<file path="config.mk">
export PLATFORM = sky130hd
export DESIGN_NAME = countdown_timer
export DESIGN_NICKNAME = d
export VERILOG_FILES = /design/src/rtl/counter_pkg.sv /design/src/rtl/countdown_timer.sv
export SDC_FILE = /design/constraint.sdc
export NUM_CORES = 1
export LEC_CHECK = 0
export BUFFER_PORTS_ARGS = -buffer_cell sky130_fd_sc_hd__buf_2
export CORE_UTILIZATION = 40
export CTS_BUF_LIST = sky130_fd_sc_hd__clkbuf_4 sky130_fd_sc_hd__clkbuf_8
export CTS_CLUSTER_DIAMETER = 40
export CTS_CLUSTER_SIZE = 14
export DETAILED_ROUTE_END_ITERATION = 12
export HOLD_SLACK_MARGIN = 0.02
export PLACE_DENSITY = 0.76
export RECOVER_POWER = 50
export SLEW_MARGIN = 10
export SYNTH_ARGS = -nofsm -noshare
export SYNTH_HDL_FRONTEND = slang
export SYNTH_SLANG_ARGS = --single-unit
</file>
<file path="constraint.sdc">
create_clock -name clk -period 1.8 [get_ports clk]
set_input_delay 0.09 -clock clk [delete_from_list [all_inputs] [get_ports clk]]
set_output_delay 0.09 -clock clk [all_outputs]
set_load 0.05 [all_outputs]
</file>
<file path="src/rtl/counter_pkg.sv">
// counter_pkg: shared state encoding and default width for the counter family
package counter_pkg;
  localparam int N_DEFAULT = 7;
  typedef enum logic [1:0] {
    IDLE    = 2'd0,
    RUN     = 2'd1,
    PAUSE   = 2'd2,
    EXPIRED = 2'd3
  } state_t;
endpackage

</file>
<file path="src/rtl/countdown_timer.sv">
// countdown_timer: loadable, pausable down-counter with borrow/busy/done flags
// Define COUNTDOWN_TIMER_AUTO_RELOAD_EN to reload load_val on expiry instead of stopping
module countdown_timer
  import counter_pkg::*;
#(
  parameter int n = N_DEFAULT
) (
  input  logic         clk,
  input  logic         rst_n,
  input  logic         tick_in,
  input  logic         start,
  input  logic         stop,
  input  logic [n:0]   load_val,
  output logic [n:0]   count,
  output logic         borrow,
  output logic         busy,
  output logic         done
);
  state_t     state, state_nxt;
  logic [n:0] count_nxt;
  logic       load, expire, reload, dec, borrow_nxt;
  always_comb begin
    load   = start && !stop && (state == IDLE || state == EXPIRED);
    dec    = state == RUN && !stop && tick_in;
    // count of 0 never reaches RUN, so treating <=1 as the last step also rules out wrapping
    expire = dec && count[n:1] == '0;
`ifdef COUNTDOWN_TIMER_AUTO_RELOAD_EN
    reload = expire && load_val != '0;
`else
    reload = 1'b0;
`endif
    state_nxt  = (load || reload)             ? (load_val == '0 ? EXPIRED : RUN) :
                 expire                       ? EXPIRED :
                 (state == RUN   && stop)     ? PAUSE :
                 (state == PAUSE && stop)     ? IDLE :
                 (state == PAUSE && start)    ? RUN : state;
    count_nxt  = (load || reload)             ? load_val :
                 (expire || (state == PAUSE && stop)) ? '0 :
                 dec                          ? count - 1'b1 : count;
    borrow_nxt = expire || (load && load_val == '0);
  end
  always_ff @(posedge clk or negedge rst_n) begin
    if (!rst_n) begin
      state  <= IDLE;
      count  <= '0;
      borrow <= 1'b0;
      busy   <= 1'b0;
      done   <= 1'b0;
    end else begin
      state  <= state_nxt;
      count  <= count_nxt;
      borrow <= borrow_nxt;
      busy   <= state_nxt == RUN || state_nxt == PAUSE;
      done   <= state_nxt == EXPIRED;
    end
  end
endmodule

</file>
==> results of run 1 <==
metal layers:
layer  track usage (%)  wire [µm]  up-vias  share of wire (%)
li1                  -          -      408                  -
met1              28.4       1010      411                 47
met2              33.4       1010       26                 47
met3              5.00        112        4                5.2
met4              5.14         19        0               0.88
met5                 0          0        -                  0
layout make-up:
cell class / count / area share (%)
flip-flops and latches: 13 / 29.7
multi-input cells: 67 / 44.3
inverters: 4 / 1.36
well taps: 27 / 3.06
repair buffers: 36 / 18.9
clock buffers: 4 / 2.72
state kept, by name (all words and copies together), names as in the netlist:
| register | count |
|---|---|
| count | 8 |
| state | 2 |
| borrow | 1 |
| busy | 1 |
| done | 1 |
repair_timing:
| item | in CTS | in global routing |
|---|---|---|
| hold endpoints to repair | 13 | 0 |
| endpoints found under the setup margin | 0 | 10 |
| resized for setup | 0 | 7 |
| setup buffers | 0 | 0 |
| hold buffers | 1 | 0 |
cell families after synthesis:
logic type               count (synthesis)  share of synthesized area [%]
AND/OR/NAND/NOR                         37                           25.5
AO/OA/AOI/OAI                           26                           22.9
flip-flops                              13                           39.7
buffers and inverters                    8                           5.80
adder cells (fa/ha/maj)                  4                           6.11
worst min path at each step:
stage,startpoint,to,slack [ps]
floorplan,rst_n,borrow,-210
global placement,rst_n,done,-8
detailed placement,rst_n,busy,1
CTS,load_val[7],count[7],50
global route,load_val[7],count[7],60
finish,load_val[7],count[7],60
layout by cell type (no fill, tap or decap), types with 2 or more instances in the layout:
cell	synthesis	layout
dfrtp_1	13	11
o21ai_0	5	5
clkbuf_1	0	5
buf_2	2	18
nand2_1	7	7
and3b_1	3	2
inv_1	4	4
a32oi_1	2	2
buf_4	0	12
nor3_1	3	3
nand3_1	9	9
nor4_1	2	2
nor2_1	4	4
a21oi_1	2	2
clkbuf_4	0	4
a22oi_1	3	3
ha_1	4	4
dfrtp_2	0	2
nand4_1	3	3
synth_stat cells:
master and number:
a21boi_1 1, a21o_1 1, a21oi_1 2, a21oi_2 1
a221oi_1 1, a22o_1 1, a22oi_1 3, a31oi_1 1
a32o_1 1, a32oi_1 2, and3_4 1, and3b_1 3
buf_2 2, buf_6 2, dfrtp_1 13, ha_1 4
inv_1 4, nand2_1 7, nand2b_1 2, nand3_1 9
nand4_1 3, nor2_1 4, nor2b_1 1, nor3_1 3
nor4_1 2, nor4_2 1, o2111ai_1 1, o21a_1 1
o21ai_0 5, o21ai_1 1, o2bb2ai_1 1, o311ai_1 1
o31a_1 1, o31ai_1 1, or4_1 1
power by group:
| part | switching (mW) | internal, mW |
|---|---|---|
| combinational | 0.861 | 0.457 |
| clock | 0.0957 | 0.101 |
| sequential | 0.122 | 0.426 |
metrics by stage:
step           setup TNS [ps]  setup WS, ps  total power [mW]
2_1_floorplan               0          15.6              1.41
3_3_place_gp                0           109              1.75
3_5_place_dp                0          45.4              1.78
4_1_cts                     0          20.5              1.99
5_1_grt                 -72.6         -32.7              2.22
6_report                    0          59.5              2.06
==> impl_metrics.ini, run 1 <==
[status]
status = finished with violations
violations = DRC

[route]
via_per_inst = 5.62
wl_per_cell_um = 14.2
wl_um = 2150
dr.pass1.iters = 8
drc = 1
drt_iter0_drc = 25
ant_nets = 0
vias = 849

[setup_path]
start_kind = flop
critPathBufInv = 2
critical_path.slowest_cell = dfrtp_1
crit_fanout = 7
setup.worst_path.class = reg -> reg
reg2reg_to = count[5]
r2r_slack_ps = 60
crit_family = flip-flops
r2r_start = state[0]
cp_num_cells = 7
critical_path_arrival_ps = 1910
ff2ff_path_depth = 7
max_stage_delay_ps = 390
endpoint = count[5]
cp.required_ps = 1970
crit_chain = inv_1, ha_1, and3b_2, buf_4, a22o_1, a21oi_1, nor2_1
end_kind = flop
crit_start = state[0]

[floorplan]
pin_count = 24
die_h_um = 47.3
coreArea_um2 = 1940
dieArea_um2 = 2230
rows = 16
initial_core_util_pct = 42.2
die_w_um = 47.3

[finish]
postLayoutCellArea_um2 = 1100
regArea_um2 = 328
nets = 142
stdcell_count = 151
postLayoutCoreUtil_pct = 56.9
syn2layout_area_growth_pct = 34.8
n_fill_cell = 179
drive_gt1_share_pct = 35.5
multi_input_area_um2 = 489
n_antenna_cell = 0

[grt]
grt_pass1_wl_um = 3260
grt_pass1_vias = 745
track_usage_pct = 20.9
antenna_found_initial = 0
grt_max_degree = 14
overflow = 0

[synthesis]
synth_nets = 105
synth_seq_cells = 13
yosys_warnings = 0
seq_area_frac_synth_pct = 39.7
syn_inst = 88
synth_cell_types = 35
synth_top_area_cell = dfrtp_1
syn_area_um2 = 820
synth.avg_cell_area_um2 = 9.31
yosysTopAreaCellShare_pct = 39.7
yosys-top-cells-area = dfrtp_1 (40%), ha_1 (6.1%), nand3_1 (5.5%), nand2_1 (3.2%), and3b_1 (3.2%)

[clock_network]
htreeDepth = 1
clk_pin_slew_worst_paths_ps = 80
cts_made_buffers = 3
clock-sinks = 13
clockBufferDepth = 2
clk_latency_ps = 280
root_buffer = clkbuf_4
cts_tree = yes

[sta]
fin_crit_sh_pct = 96.7
period_needed_ps = 1740
fin_skew_ps = 4.02
worst_pin_slew_ps = 744
slew_headroom_pct = 50.4
whs_ps = 61.2
setup-violations-final = 0
finalMaxSlewViolations = 0
finalHoldViolCount = 0
rsz0062_at_grt = yes
max_freq_mhz = 575

[job]
drv_cap = 0

[placement]
dpl.hpwl_um = 1640
io_buffers = 23
place_inst = 146
place_area_um2 = 1030
place.gp.congestion = 0.933

[min_path]
hp-class = in -> reg
hold_depth = 2

[power]
power_density_nw_per_um2 = 1870
leakagePower_nw = 0.514
vdd_drop_max_mv = 1.06
Note: power is estimated with default switching activity, not from simulation.
==> run 2: changes to the inputs <==
--- a/config.mk
+++ b/config.mk
@@ -6,13 +6,14 @@
 export NUM_CORES = 1
 export LEC_CHECK = 0
 export BUFFER_PORTS_ARGS = -buffer_cell sky130_fd_sc_hd__buf_2
+export CORE_MARGIN = 4
 export CORE_UTILIZATION = 40
 export CTS_BUF_LIST = sky130_fd_sc_hd__clkbuf_4 sky130_fd_sc_hd__clkbuf_8
 export CTS_CLUSTER_DIAMETER = 40
 export CTS_CLUSTER_SIZE = 14
 export DETAILED_ROUTE_END_ITERATION = 12
 export HOLD_SLACK_MARGIN = 0.02
-export PLACE_DENSITY = 0.76
+export PLACE_DENSITY = 0.74
 export RECOVER_POWER = 50
 export SLEW_MARGIN = 10
 export SYNTH_ARGS = -nofsm -noshare
==> impl_metrics.ini, run 2 (synthesis results as in run 1) <==
[power]
leakagePower_nw = 0.530
power_density_nw_per_um2 = 1860
vdd_drop_max_mv = 0.813

[floorplan]
coreArea_um2 = 1960
dieArea_um2 = 2840
initial_core_util_pct = 41.8
die_w_um = 53.3
pin_count = 24
die_h_um = 53.3
rows = 16

[placement]
pre_cts_ws_ps = 16.2
place.gp.congestion = 0.875
dpl.hpwl_um = 1690
place_inst = 146
io_buffers = 23
place_area_um2 = 1030

[route]
drt_iter0_drc = 37
wl_um = 2210
drc = 0
via_per_inst = 5.81
dr.pass1.iters = 4
vias = 883
ant_nets = 0
wl_per_cell_um = 14.6

[job]
drv_cap = 0

[sta]
setup-violations-final = 0
finalMaxSlewViolations = 0
worst_pin_slew_ps = 707
finalHoldViolCount = 0
rsz0062_at_grt = yes
fin_skew_ps = 3.00
period_needed_ps = 1720
slew_headroom_pct = 52.9
whs_ps = 60.7
setup_ws_ps = 80.1
fin_crit_sh_pct = 95.6
max_freq_mhz = 581

[clock_network]
clock-sinks = 13
cts_made_buffers = 3
htreeDepth = 1
clk_latency_ps = 270
clockBufferDepth = 2
clk_pin_slew_worst_paths_ps = 80
root_buffer = clkbuf_4
cts_tree = yes

[finish]
postLayoutCellArea_um2 = 1100
largest_register_ffs = 8
n_antenna_cell = 0
final_cell_mix = buf_2 (21), buf_4 (13), dfrtp_1 (11)
stdcell_count = 152
syn2layout_area_growth_pct = 34.0
top_regs = count x8, state x2
nets = 143
n_fill_cell = 195
postLayoutCoreUtil_pct = 56.0
top_register = count
final_common_cell = buf_2
drive_gt1_share_pct = 36.8

[status]
status = finished clean

[grt]
grt_max_degree = 14
grt_pass1_vias = 785
grt_pass1_wl_um = 3590
track_usage_pct = 17.3
antenna_found_initial = 0
overflow = 0

[setup_path]
r2r_start = state[0]
cp.required_ps = 2010
start_kind = flop
critical_path_arrival_ps = 1930
crit_fanout = 8
end_kind = flop
crit_start = state[0]
setup.worst_path.class = reg -> reg

[min_path]
hp-class = in -> reg
min_from = load_val[7]
-- run 2: report_power, final --
group          internal, mW  switching (mW)  total (mW)
sequential            0.426          0.0997       0.525
combinational         0.456           0.866        1.32
clock                 0.101          0.0921       0.193
total                 0.983            1.06        2.04
-- run 2: cell type report --
cell class,instances,area [µm²],share of cell area [%]
Inverter,4,15.0,1.37
Sequential cell,13,328,29.8
Tap cell,27,33.8,3.08
Clock buffer,4,30.0,2.73
Timing Repair Buffer,37,220,20.0
Multi-Input combinational cell,67,472,42.9
-- run 2: stage by stage --
stage               TNS, ps  total power, mW
finish                    0             2.04
global route           -102             2.19
CTS                       0             1.96
detailed placement        0             1.76
global placement          0             1.74
floorplan                 0             1.41
-- run 2: repair_timing --
item                       in CTS  in global routing
setup endpoints to repair       0                  9
hold endpoints to repair       13                  0
gates resized for setup         0                  4
hold buffers                    1                  0
buffers inserted                0                  1
-- run 2: path summary, 6_finish.rpt --
check	end	slack, ps	cells past startpoint
worst max register to register	count[6]	80	6
worst min register to register	count[7]	580	1
worst max-delay path	count[6]	80	6
worst min-delay path	count[7]	60	2
max in group asynchronous	count[3]	940	2
min in group asynchronous	count[6]	370	2
-- run 2: critical path, stage by stage, from the launching register on --
cell	delay (ps)
dfrtp_1	370
inv_1	50
ha_1	310
and3b_2	270
a21oi_2	330
nand4_1	200
nand3_1	120
-- run 2: per-layer routing --
metal / GRT usage (%) / vias to the layer above / routed length, µm
li1: - / 415 / -
met1: 22.2 / 418 / 949
met2: 29.4 / 46 / 1050
met3: 1.97 / 4 / 192
met4: 6.38 / 0 / 24
met5: 0 / - / 0
